[src/rtl/fx_bus_pkg.sv]
// Shared widths, FSM state encoding and request payload for the fx register bus arbiter.
package fx_bus_pkg;

    localparam int unsigned FX_AW      = 22;
    localparam int unsigned FX_DW      = 8;
    localparam int unsigned DEV_ID_MSB = 21;
    localparam int unsigned DEV_ID_LSB = 16;
    localparam int unsigned RD_CNT_W   = 3;

    typedef enum logic [1:0] {
        IDLE = 2'd0,
        WR   = 2'd1,
        RD   = 2'd2,
        RDW  = 2'd3
    } fx_arb_state_t;

    typedef struct packed {
        logic             we;
        logic [FX_AW-1:0] addr;
        logic [FX_DW-1:0] wdata;
    } fx_req_t;

endpackage

[src/rtl/fx_rr_arb2.sv]
// Two-way round-robin picker; last_q records the most recently served master.
module fx_rr_arb2 (
    input  logic       clk_sys,
    input  logic       rst_n,
    input  logic [1:0] req,
    input  logic       advance,
    input  logic       fixed_pri,
    output logic [1:0] gnt_c,
    output logic       last_q
);

    logic last_d;

    always_comb begin
        gnt_c  = 2'b00;
        last_d = last_q;
        case (req)
            2'b01:   gnt_c = 2'b01;
            2'b10:   gnt_c = 2'b10;
            2'b11:   gnt_c = (fixed_pri || last_q) ? 2'b01 : 2'b10;
            default: gnt_c = 2'b00;
        endcase
        if (advance && (gnt_c != 2'b00)) begin
            last_d = gnt_c[1];
        end
    end

    // Reset value 1 makes master 0 the first tie winner.
    always_ff @(posedge clk_sys or negedge rst_n) begin
        if (!rst_n) begin
            last_q <= 1'b1;
        end else begin
            last_q <= last_d;
        end
    end

endmodule

[src/rtl/fx_bus_arb.sv]
// Two-master sequencer for the shared fx register bus: arbitrates, drives
// single-beat write/read strobes and routes the read return to its requester.
module fx_bus_arb
    import fx_bus_pkg::*;
#(
    parameter int unsigned RD_LAT    = 1,
    parameter bit          FIXED_PRI = 1'b0
) (
    input  logic             clk_sys,
    input  logic             rst_n,
    input  logic             m0_req,
    input  logic             m0_we,
    input  logic [FX_AW-1:0] m0_addr,
    input  logic [FX_DW-1:0] m0_wdata,
    output logic             m0_gnt,
    output logic             m0_rvalid,
    output logic [FX_DW-1:0] m0_rdata,
    input  logic             m1_req,
    input  logic             m1_we,
    input  logic [FX_AW-1:0] m1_addr,
    input  logic [FX_DW-1:0] m1_wdata,
    output logic             m1_gnt,
    output logic             m1_rvalid,
    output logic [FX_DW-1:0] m1_rdata,
    output logic             fx_wr,
    output logic [FX_AW-1:0] fx_waddr,
    output logic [FX_DW-1:0] fx_data,
    output logic             fx_rd,
    output logic [FX_AW-1:0] fx_raddr,
    input  logic [FX_DW-1:0] fx_q
);

    fx_arb_state_t       state_q, state_d;
    logic [RD_CNT_W-1:0] cnt_q, cnt_d;
    logic                fx_wr_q, fx_wr_d, fx_rd_q, fx_rd_d;
    logic [FX_AW-1:0]    fx_waddr_q, fx_waddr_d, fx_raddr_q, fx_raddr_d;
    logic [FX_DW-1:0]    fx_data_q, fx_data_d;
    logic [1:0]          gnt_q, gnt_d, rvalid_q, rvalid_d;
    logic [FX_DW-1:0]    rdata0_q, rdata0_d, rdata1_q, rdata1_d;

    fx_req_t    req0_c, req1_c, sel_c;
    logic [1:0] arb_req_c, pick_c;
    logic       arb_en_c, rd_done_c, last_q;

    assign req0_c = {m0_we, m0_addr, m0_wdata};
    assign req1_c = {m1_we, m1_addr, m1_wdata};
    assign sel_c  = pick_c[1] ? req1_c : req0_c;

    assign rd_done_c = (state_q == RDW) && (cnt_q == RD_CNT_W'(RD_LAT));
    assign arb_en_c  = (state_q == IDLE) || (state_q == WR) || rd_done_c;
    // A request still high in its own gnt cycle belongs to the transaction just launched.
    assign arb_req_c = {m1_req, m0_req} & ~gnt_q;

    fx_rr_arb2 u_pick (
        .clk_sys   (clk_sys),
        .rst_n     (rst_n),
        .req       (arb_req_c),
        .advance   (arb_en_c),
        .fixed_pri (FIXED_PRI),
        .gnt_c     (pick_c),
        .last_q    (last_q)
    );

    // Next state, bus launch and read-return routing; last_q names the read owner.
    always_comb begin
        state_d    = state_q;
        cnt_d      = cnt_q;
        fx_wr_d    = 1'b0;
        fx_rd_d    = 1'b0;
        gnt_d      = 2'b00;
        rvalid_d   = 2'b00;
        fx_waddr_d = fx_waddr_q;
        fx_data_d  = fx_data_q;
        fx_raddr_d = fx_raddr_q;
        rdata0_d   = rdata0_q;
        rdata1_d   = rdata1_q;

        case (state_q)
            RD: begin
                state_d = RDW;
                cnt_d   = RD_CNT_W'(1);
            end
            RDW: begin
                if (rd_done_c) begin
                    state_d = IDLE;
                    cnt_d   = '0;
                    if (last_q) begin
                        rvalid_d = 2'b10;
                        rdata1_d = fx_q;
                    end else begin
                        rvalid_d = 2'b01;
                        rdata0_d = fx_q;
                    end
                end else begin
                    cnt_d = cnt_q + RD_CNT_W'(1);
                end
            end
            default: state_d = state_q;
        endcase

        if (arb_en_c) begin
            state_d = IDLE;
            if (pick_c != 2'b00) begin
                gnt_d = pick_c;
                if (sel_c.we) begin
                    state_d    = WR;
                    fx_wr_d    = 1'b1;
                    fx_waddr_d = sel_c.addr;
                    fx_data_d  = sel_c.wdata;
                end else begin
                    state_d    = RD;
                    fx_rd_d    = 1'b1;
                    fx_raddr_d = sel_c.addr;
                end
            end
        end
    end

    always_ff @(posedge clk_sys or negedge rst_n) begin
        if (!rst_n) begin
            state_q    <= IDLE;
            cnt_q      <= '0;
            fx_wr_q    <= 1'b0;
            fx_rd_q    <= 1'b0;
            fx_waddr_q <= '0;
            fx_data_q  <= '0;
            fx_raddr_q <= '0;
            gnt_q      <= 2'b00;
            rvalid_q   <= 2'b00;
            rdata0_q   <= '0;
            rdata1_q   <= '0;
        end else begin
            state_q    <= state_d;
            cnt_q      <= cnt_d;
            fx_wr_q    <= fx_wr_d;
            fx_rd_q    <= fx_rd_d;
            fx_waddr_q <= fx_waddr_d;
            fx_data_q  <= fx_data_d;
            fx_raddr_q <= fx_raddr_d;
            gnt_q      <= gnt_d;
            rvalid_q   <= rvalid_d;
            rdata0_q   <= rdata0_d;
            rdata1_q   <= rdata1_d;
        end
    end

    assign fx_wr     = fx_wr_q;
    assign fx_rd     = fx_rd_q;
    assign fx_waddr  = fx_waddr_q;
    assign fx_data   = fx_data_q;
    assign fx_raddr  = fx_raddr_q;
    assign m0_gnt    = gnt_q[0];
    assign m1_gnt    = gnt_q[1];
    assign m0_rvalid = rvalid_q[0];
    assign m1_rvalid = rvalid_q[1];
    assign m0_rdata  = rdata0_q;
    assign m1_rdata  = rdata1_q;

endmodule

[config.mk]
export PLATFORM = sky130hd
export DESIGN_NAME = fx_bus_arb
export DESIGN_NICKNAME = d
export VERILOG_FILES = /design/src/rtl/fx_bus_pkg.sv /design/src/rtl/fx_rr_arb2.sv /design/src/rtl/fx_bus_arb.sv
export SDC_FILE = /design/constraint.sdc
export NUM_CORES = 1
export LEC_CHECK = 0
export CORE_MARGIN = 8
export CORE_UTILIZATION = 35
export DETAILED_ROUTE_END_ITERATION = 7
export GPL_TIMING_DRIVEN = 0
export PLACE_DENSITY = 0.76
export SLEW_MARGIN = 20
export SYNTH_ARGS = -nofsm -noshare
export SYNTH_HDL_FRONTEND = slang
export SYNTH_SLANG_ARGS = --single-unit
[constraint.sdc]
create_clock -name clk_sys -period 2.54 [get_ports clk_sys]
set_input_delay 0.635 -clock clk_sys [delete_from_list [all_inputs] [get_ports clk_sys]]
set_output_delay 0.635 -clock clk_sys [all_outputs]
set_load 0.03 [all_outputs]
### After elaboration in Yosys (flattened, before gate mapping)

Cells that the tools add are included.

| word-level totals | value |
|---|---|
| register bits | 80 |
| input port bits | 74 |
| output and inout port bits | 74 |
| logic and storage cells | 59 |

| cells by class | value |
|---|---|
| $add $sub $neg | 1 |
| equal/unequal tests | 8 |
| bitwise operators | 4 |
| reductions and logical operators | 13 |
| mux-type cells | 21 |

Operator list:

| cell | count |
|---|---|
| two-way mux 31 bit | 1 |
| two-way mux 2 bit | 10 |
| AND reduction 3 bit | 4 |
| == test 2 bit (second input constant) | 4 |
| two-way mux 1 bit | 6 |
| one-hot mux 2 bit (3 select lines) | 1 |
| one-hot mux 3 bit (2 select lines) | 1 |
| == test 2 x 1 -> 1 bit (second input constant) | 2 |
| one-hot mux 2 bit (2 select lines) | 1 |
| nonzero test 2 bit | 2 |
| adder 3 x 1 -> 3 bit (second input constant) | 1 |
| == test 3 x 1 -> 1 bit (second input constant) | 1 |
| two-way mux 3 bit | 1 |
| != test 3 x 2 -> 1 bit (second input constant) | 1 |
| nonzero test 3 bit | 1 |
| bitwise AND 2 bit | 1 |
| logical AND 1 bit | 2 |
| zero test 2 bit | 1 |
| logical OR 1 bit | 2 |
| inverter 1 bit | 2 |
| inverter 2 bit | 1 |
| AND reduction 2 bit | 1 |

### Logic depth before layout (Yosys ltp)

Gate-level depths: netlist of the first run.

| logic depth | value |
|---|---|
| word-level depth | 8 |
| gate-level depth with buffers | 7 |
| mapped depth without buffers | 6 |

### By module

From an unflattened synthesis of the first run, not the netlist that was laid out.

| unflattened totals | value |
|---|---|
| cell total of the unflattened synthesis | 227 |
| area total of the unflattened synthesis | 3533.4 µm² |

By module, submodules not included:

| module | instances | seq. area each (µm²) | cells each | area each (µm²) |
|---|---|---|---|---|
| fx_bus_arb | 1 | 1976.9 | 219 | 3455.8 |
| fx_rr_arb2 | 1 | 26.3 | 8 | 77.6 |

### Least setup slack after synthesis of the first run

OpenSTA, ideal clock, no wires.

| path | value |
|---|---|
| kind | input port to flip-flop |
| start point | input port m1_req |
| end point | register fx_raddr_q[10], in the netlist fx_raddr[10] |
| cell stages on the path | 5 |
| setup slack | 0.578 ns |
| data required time | 2.415 ns |
| arrival | 1.837 ns |
| path buffers | 1 |
| setup time | 0.125 ns |
| cells stage by stage | nor3b_2 -> or3_4 -> a21oi_4 -> buf_6 -> mux2_2 |

| on the way | value |
|---|---|
| word-level cells in the longest chain between the ends | 6 |
| elaborated cells on any way between the ends | 9 |
| classes of those cells | eq/ne (3); mux (2); bitwise (2); reduce/logical (2) |

Ends and longest elaborated chain:

| element | line | RTL |
|---|---|---|
| start, declared | fx_bus_arb.sv:18 | `input logic m1_req,` |
| bitwise AND 2 bit * | fx_bus_arb.sv:52 | `assign arb_req_c = {m1_req, m0_req} & ~gnt_q;` |
| == test 2 bit or == test 2 x 1 -> 1 bit (tied branches) | fx_rr_arb2.sv:17 | `case (req)` |
| one-hot mux 2 bit (3 select lines) * | fx_rr_arb2.sv:17 |  |
| two-way mux 31 bit | fx_bus_arb.sv:47 | `assign sel_c = pick_c[1] ? req1_c : req0_c;` |
| inverter 1 bit (no line) | -- |  |
| AND reduction 3 bit (no line) | -- |  |
| end signal, assigned | fx_bus_arb.sv:139 | `fx_raddr_q <= fx_raddr_d;` |
| end, declared | fx_bus_arb.sv:36 | `logic [FX_AW-1:0] fx_waddr_q, fx_waddr_d, fx_raddr_q, fx_raddr_d;` |

Mark *: on every way between the ends. The rest lies on a longest branch, timed or not.
A chain may end at the register's enable or synchronous reset.

### Worst setup path after layout of the first run

| path | value |
|---|---|
| start point | input port m1_req |
| end point | register fx_waddr_q[4], in the netlist fx_waddr[4] |

| on the way | value |
|---|---|
| word-level cells in the longest chain between the ends | 5 |
| elaborated cells on any way between the ends | 8 |
| classes of those cells | eq/ne (3); mux (2); bitwise (1); reduce/logical (2) |

Ends and longest elaborated chain:

| element | line | RTL |
|---|---|---|
| bitwise AND 2 bit * | fx_bus_arb.sv:52 |  |
| == test 2 bit or == test 2 x 1 -> 1 bit (tied branches) | fx_rr_arb2.sv:17 |  |
| one-hot mux 2 bit (3 select lines) * | fx_rr_arb2.sv:17 |  |
| two-way mux 31 bit or nonzero test 2 bit (tied branches) | fx_bus_arb.sv:47, fx_bus_arb.sv:103 |  |
| AND reduction 3 bit (no line) | -- |  |
| end signal, assigned | fx_bus_arb.sv:137 | `fx_waddr_q <= fx_waddr_d;` |
| end, declared | fx_bus_arb.sv:36 |  |

Marks and branches as above.

==> summary.log, run 1 <==
INFO  timing         skew=9.160ps
INFO  final_layout   synthToLayoutAreaGrowth=53.56%
INFO  setup_path     worst-endpoint-required=2770ps
INFO  timing         finalSetupViolCount=0
INFO  grt            grtUsageTotal=0.1406
INFO  outcome        run_status=complete, no violations
INFO  grt            grt_pass1_wl=14340um
INFO  power          clockPowerShare=0.124
INFO  detailed_routing detail_route.drc_violations=0
INFO  final_layout   mostFrequentLayoutCell=sky130_fd_sc_hd__clkdlybuf4s50_1
INFO  setup_path     critPathArrivalTime=2470ps
INFO  final_layout   mostFrequentLayoutCells=sky130_fd_sc_hd__clkdlybuf4s50_1, sky130_fd_sc_hd__mux2_2, sky130_fd_sc_hd__dfrtp_1
INFO  logic_synthesis seq_area_frac_synth=0.5822
INFO  clock_network  cts_buffers=9
INFO  clock_network  cts.hold.buffers_added=0
INFO  power          switchingPower=2994uW
INFO  logic_synthesis netlist_instances=238
INFO  placement      routabilityCongestion=0.7694
INFO  power          p_comb_frac=0.569
INFO  logic_synthesis synth-warning-count=0
INFO  logic_synthesis syn_avg_cell_area=14.46um^2
INFO  setup_path     critical_path.max_fanout=10
INFO  clock_network  cts-htree-levels=3
INFO  detailed_routing antenna_left=0
INFO  logic_synthesis synthesis.nets=314
INFO  die            overall_die_area=13260um^2
INFO  timing         fin_crit_sh=0.8810
INFO  clock_network  max-clock-path-buffers=2
INFO  detailed_routing drt-initial-drc-count=60
INFO  die            initial_utilization=0.3570
INFO  die            floorplan.die.height=115.2um
INFO  grt            grt_pass1_vias=2780
INFO  timing         fin_crit=2238ps
INFO  run            count_of_maximum_capacitance_violations=0
INFO  die            num_io_pins=148
INFO  logic_synthesis seq_cells_post_synth=80
INFO  clock_network  path_clk_slew=80ps
INFO  timing         timing_worst_slew_pin_value=560.6ps
INFO  final_layout   layout-drive-gt1-share=0.2768
INFO  detailed_routing route.detailed.vias_per_inst=4.706
INFO  clock_network  cts_root_buffer=sky130_fd_sc_hd__clkbuf_8
INFO  logic_synthesis syn-cell-area=3441um^2
INFO  power          share_of_total_power_in_sequential_cells=0.307
INFO  clock_network  clock_latency=340ps
INFO  detailed_routing drt_pass1_iterations=4
INFO  setup_path     endpoint_kind=flip-flop
INFO  detailed_routing route.final.wire_length=9003um
INFO  power          internal_power=4315uW
INFO  power          irDropWorstVdd=0.0007437V
INFO  clock_network  postCtsSetupRepairBufs=0
INFO  power          power.total=7309uW
INFO  clock_network  number_of_clock_sinks=80
INFO  timing         maxClockFrequency=0.4469GHz
INFO  worst_hold_path worstHoldPathType=in -> async
INFO  placement      detailedPlacementHpwl=6902um
INFO  clock_network  cts_tree=done
INFO  timing         finalHoldViolCount=0
INFO  logic_synthesis netlist-cell-type-count=30
INFO  die            placementRows=36
INFO  placement      port_buffers=147
INFO  setup_path     worstSetupPathType=in -> reg
INFO  die            fp.coreArea=9639um^2
INFO  final_layout   antenna-diode-count=0
INFO  detailed_routing wire_per_inst=16.86um
INFO  die            fp.dieW=115.2um
INFO  grt            maximum_number_of_pins_on_one_net_before_global_route_repair=43
INFO  power          power.density=1383nW/um^2
INFO  timing         grt_setup_unrepaired=false
INFO  final_layout   fin_util=0.5482
INFO  final_layout   filler_cell_count=846
INFO  detailed_routing vias_after_detailed_routing=2513
INFO  power          power.leakage=0.002185uW
INFO  timing         slew-limit-headroom=0.6263
INFO  clock_network  cts_resized=0
INFO  final_layout   final_nets=473
INFO  grt            grt_overflow=0
INFO  setup_path     cp-start-kind=input port
INFO  setup_path     reg2reg_setup_slack=560ps
INFO  timing         final_max_slew_viol_count=0
INFO  grt            number_of_antenna_violations_at_the_first_check_in_global_routing=0
INFO  power          sw_frac_of_total=0.4096
-- cells in the mapped netlist (all sizes together) --
library cell / instances / area (um^2)
dfstp: 1 / 26.28
or3: 1 / 11.26
nand2: 5 / 21.27
a31oi: 8 / 50.05
a21oi: 11 / 66.32
dfrtp: 79 / 1977
ha: 2 / 25.02
mux2: 82 / 923.4
nand4: 1 / 6.260
nor2b: 2 / 12.51
inv: 5 / 18.77
nand4b: 1 / 8.760
nor3b: 1 / 12.51
nand3: 2 / 10.01
o32ai: 1 / 8.760
o21ai: 4 / 20.02
and3b: 1 / 8.760
clkbuf: 4 / 15.01
o22ai: 1 / 20.02
nor2: 2 / 10.01
buf: 7 / 47.54
mux2i: 8 / 80.08
nand3b: 5 / 37.54
and2: 1 / 6.260
nand2b: 2 / 12.51
nor3: 1 / 5.000
-- sequential cells by signal, summed over array words and instances, names as in the netlist --
register and cells:
cnt_q 3, state_q 2, fx_rd 1, fx_raddr 22
fx_waddr 22, gnt_q 2, u_pick.last_q 1, rvalid_q 2
fx_wr 1, m1_rdata 8, m0_rdata 8, fx_data 8
-- power by group through the flow --
stage / registers (uW) / clock network, uW / logic, uW
floorplan: 3430 / 0 / 1310
global placement: 2240 / 0 / 4160
detailed placement: 2280 / 0 / 4220
CTS: 2260 / 948 / 4230
global route: 2340 / 994 / 4410
finish: 2250 / 906 / 4160
-- worst paths after layout --
path                                    start      endpoint  cells past startpoint
worst max-delay path                   m1_req   fx_waddr[4]                      6
worst min-delay path                    rst_n    fx_data[3]                      1
worst max register to register  u_pick.last_q  fx_raddr[13]                      5
worst min register to register    fx_raddr[0]   fx_raddr[0]                      1
max in group asynchronous               rst_n   fx_waddr[2]                      2
min in group clk_sys              fx_raddr[0]   fx_raddr[0]                      1
-- metrics by stage --
step | cell area, um^2 | hold slack, ps | worst slack, ps | TNS, ps | instances
after floorplan | 3441 | 339.4 | 578.4 | 0 | 238
after global placement | 5079 | 486.6 | -1979 | -158400 | 518
after detailed placement | 5096 | 493.0 | -87.88 | -2382 | 519
after CTS | 5284 | 278.5 | 292.2 | 0 | 534
after global routing | 5284 | 310.1 | 188.1 | 0 | 534
final | 5284 | 278.7 | 302.3 | 0 | 534
-- cell type report --
class	count	area (um^2)	share of cell area
multi-input cells	142	1356	0.2567
clock buffers	12	145.1	0.02747
plain buffers	11	62.56	0.01184
well taps	133	166.4	0.03149
flip-flops and latches	80	2003	0.3791
clock inverters	3	42.54	0.008051
inverters	5	18.77	0.003552
repair buffers	148	1489	0.2818
-- cells by family (layout without fill, tap and decap cells) --
kind of cell,after synthesis,count (layout),synth area share
multiplexers,90,90,0.2916
adder cells (fa/ha/maj),2,2,0.007272
AND/OR/NAND/NOR,25,25,0.04727
AO/OA/AOI/OAI,25,25,0.04800
flip-flops,80,80,0.5822
buffers and inverters,16,179,0.02363
-- layer usage --
| layer | vias up | global-route usage | routed length, um |
|---|---|---|---|
| met5 | - | 0 | 0 |
| met4 | 0 | 0.06130 | 147 |
| met3 | 12 | 0.05042 | 677 |
| met2 | 78 | 0.2401 | 4606 |
| met1 | 1243 | 0.1546 | 3571 |
| li1 | 1180 | - | - |
-- critical path: stages --
cell                              delay (ps)
sky130_fd_sc_hd__clkdlybuf4s50_1         490
sky130_fd_sc_hd__nor3b_2                 310
sky130_fd_sc_hd__o22ai_4                 170
sky130_fd_sc_hd__nand2_2                 180
sky130_fd_sc_hd__buf_2                   310
sky130_fd_sc_hd__mux2_2                  370
No activity file was read; power rests on OpenSTA's default activity.
==> inputs of run 2 (changes only) <==
GPL_ROUTABILITY_DRIVEN = 0   (was default)
==> results of run 2 <==
Final layout, timing and power as in run 1 (identical DEF).
==> inputs of run 3 (changes only) <==
CORE_MARGIN = 5   (was 8)
==> run 3 against run 2 <==
  * Utilization rose by 0.055 points
  * Count of clock-buffer cells in the layout down 2
  * Largest cell class unchanged
  * Die area decreased by 10%
  * Register-to-register slack worse by 30 ps
  * Critical path depth unchanged
  * Total power rose by 1.3%
  * Sequential cell count is the same
  * Clock skew decreased by 3.8 ps
  * Via count grew 0.12%
  * Non-clock buffer count stayed put
==> summary.log, run 3 (synthesized netlist as in run 1, its figures left out) <==
INFO  final_layout   final-instance-count-excl-fill=534 [unchanged]
INFO  detailed_routing detail_route.drc_violations=0 [unchanged]
INFO  setup_path     critical-path-max-stage-delay=490ps [about the same]
INFO  grt            grt_pass1_wl=13980um [-2.5%]
INFO  power          power.density=1393nW/um^2 [+0.69%]
INFO  clock_network  path_clk_slew=80ps [about the same]
INFO  clock_network  number_of_clock_sinks=80 [unchanged]
INFO  setup_path     crit_path_top_delay_cell=sky130_fd_sc_hd__clkdlybuf4s50_1
INFO  clock_network  cts_tree=done
INFO  setup_path     worst-endpoint-required=2760ps [about the same]
INFO  final_layout   antenna-diode-count=0 [unchanged]
INFO  detailed_routing drt-initial-drc-count=31 [-48%]
INFO  placement      placed_cells_incl_taps=519 [unchanged]
INFO  timing         fin_crit_sh=0.9145 [+0.03354]
INFO  die            overall_die_area=11910um^2 [-10%]
INFO  die            floorplan.die.height=109.2um [-5.2%]
INFO  timing         grt_setup_unrepaired=false
INFO  clock_network  cts_root_buffer=sky130_fd_sc_hd__clkbuf_8
INFO  final_layout   layout-drive-gt1-share=0.2793 [+0.002494]
INFO  final_layout   mostFrequentLayoutCell=sky130_fd_sc_hd__clkdlybuf4s50_1
INFO  clock_network  cts_buffers=9 [unchanged]
INFO  die            placementRows=36 [unchanged]
INFO  worst_hold_path worstHoldPathType=in -> async
INFO  detailed_routing antenna_left=0 [unchanged]
INFO  timing         hold_ws=239.7ps [-39.00 ps]
INFO  setup_path     worstPathCellList=clkdlybuf4s50_1 > nor3b_2 > o22ai_4 > nand2_2 > buf_2 > mux2_2
INFO  clock_network  cts_resized=0 [unchanged]
INFO  clock_network  cts.hold.buffers_added=0 [unchanged]
INFO  timing         slew-limit-headroom=0.6517 [+0.02541]
INFO  clock_network  max-clock-path-buffers=2 [unchanged]
INFO  timing         timing_worst_slew_pin_value=520.9ps [-39.67 ps]
INFO  grt            number_of_antenna_violations_at_the_first_check_in_global_routing=0 [unchanged]
INFO  final_layout   synthToLayoutAreaGrowth=54.44%
INFO  final_layout   final_nets=473 [unchanged]
INFO  timing         finalHoldViolCount=0 [unchanged]
INFO  timing         skew=5.341ps [-3.818 ps]
INFO  detailed_routing drt_pass1_iterations=4 [unchanged]
INFO  outcome        run_status=complete, no violations
INFO  setup_path     cp-start-kind=input port
INFO  placement      port_buffers=147 [unchanged]
INFO  run            count_of_maximum_capacitance_violations=0 [unchanged]
INFO  detailed_routing route.final.wire_length=8657um [-3.8%]
INFO  grt            gr-usage-met1=0.1802 [+0.02552]
INFO  grt            grt.met3_usage=0.04973 [-0.0006866]
INFO  final_layout   mostFrequentLayoutCells=sky130_fd_sc_hd__clkdlybuf4s50_1, sky130_fd_sc_hd__mux2_2, sky130_fd_sc_hd__dfrtp_1
INFO  die            fp.coreArea=9684um^2 [+0.47%]
INFO  power          irDropWorstVdd=0.0009718V [+31%]
INFO  clock_network  postCtsSetupRepairBufs=0 [unchanged]
INFO  grt            grt_overflow=0 [unchanged]
INFO  grt            maximum_number_of_pins_on_one_net_before_global_route_repair=48 [+12%]
INFO  timing         finalSetupViolCount=0 [unchanged]
INFO  setup_path     worstSetupPathType=in -> reg
INFO  grt            grtUsageTotal=0.1509 [+0.01029]
INFO  power          power.total=7401uW [+1.3%]
INFO  setup_path     endpoint_kind=flip-flop
INFO  clock_network  clock_latency=340ps [about the same]
INFO  timing         setup_total_negative_slack=0ps [unchanged]
INFO  die            num_io_pins=148 [unchanged]
INFO  setup_path     r2r.worst_path.cells=5 [unchanged]
INFO  final_layout   filler_cell_count=824 [-2.6%]
INFO  detailed_routing vias_after_detailed_routing=2516 [+0.12%]
INFO  setup_path     critical_path.max_fanout=10 [unchanged]
INFO  detailed_routing route.detailed.vias_per_inst=4.712 [+0.12%]
INFO  final_layout   multi_input_area=1356um^2 [unchanged]
INFO  detailed_routing wire_per_inst=16.21um [-3.8%]
INFO  placement      detailedPlacementHpwl=6567um [-4.9%]
INFO  die            initial_utilization=0.3553 [-0.001660]
INFO  grt            most_used_layer_global_route=met2
INFO  final_layout   storage_element_area=2003um^2 [unchanged]
INFO  timing         maxClockFrequency=0.4305GHz [-3.7%]
INFO  grt            grt_pass1_vias=2797 [+0.61%]
INFO  timing         final_max_slew_viol_count=0 [unchanged]
INFO  power          power.leakage=0.002202uW [+0.78%]
INFO  setup_path     critPathArrivalTime=2550ps [+80 ps]
INFO  timing         fin_crit=2323ps [+85.19 ps]
INFO  die            fp.dieW=109.2um [-5.2%]
INFO  grt            grt_util_met2=0.2561 [+0.01608]
INFO  clock_network  cts-htree-levels=3 [unchanged]
-- run 3: cell types whose count changed in the layout (fill, tap and decap cells not counted) --
cell | previous run | this run
sky130_fd_sc_hd__clkinv_4 | 0 | 2
sky130_fd_sc_hd__bufinv_16 | 1 | 2
sky130_fd_sc_hd__clkbuf_8 | 10 | 9
sky130_fd_sc_hd__clkinvlp_4 | 1 | 0
sky130_fd_sc_hd__buf_12 | 1 | 0
sky130_fd_sc_hd__clkbuf_1 | 6 | 5
sky130_fd_sc_hd__buf_16 | 0 | 1
-- run 3: stage by stage --
step	utilization	setup slack, ps	instance area (um^2)
floorplan	-	578.4	3441
global placement	0.5244	-2002	5079
detailed placement	0.5270	-146.9	5104
CTS	0.5487	216.2	5314
global route	0.5487	134.5	5314
finish	0.5487	217.1	5314
-- run 3: report_power, final --
part,switching [uW],total [uW],internal [uW]
Clock,452,1000,551
Combinational,2220,4140,1920
Sequential,338,2260,1920
Total,3010,7400,4390
-- run 3: per-layer routing --
layer,part of all wire,up-vias
met3,0.082,12
met1,0.40,1244
met4,0.015,0
met5,0,-
li1,-,1182
met2,0.51,78
-- run 3: area by class of cell --
type                    instances  share of cell area
clock inverters                 5             0.01554
well taps                     133             0.03132
clock buffers                  10             0.02402
flip-flops and latches         80              0.3770
inverters                       5            0.003532
repair buffers                148              0.2816
plain buffers                  11             0.01177
multi-input cells             142              0.2552
-- run 3: worst paths after layout --
path	startpoint	endpoint	slack, ps
setup / recovery	m1_req	fx_waddr[19]	220
hold / removal	rst_n	fx_data[2]	240
setup reg to reg	u_pick.last_q	fx_raddr[9]	530
hold reg to reg	m1_rdata[3]	m1_rdata[3]	510
max in group asynchronous	rst_n	u_pick.last_q	1670
min in group clk_sys	m1_rdata[3]	m1_rdata[3]	510
-- run 3: critical path, delay by kind of cell --
family                 cells  cell delay (ps)
muxes                      1              370
buffers and inverters      2              810
and+or+nand+nor            2              550
AOI/OAI and AO/OA          1              180
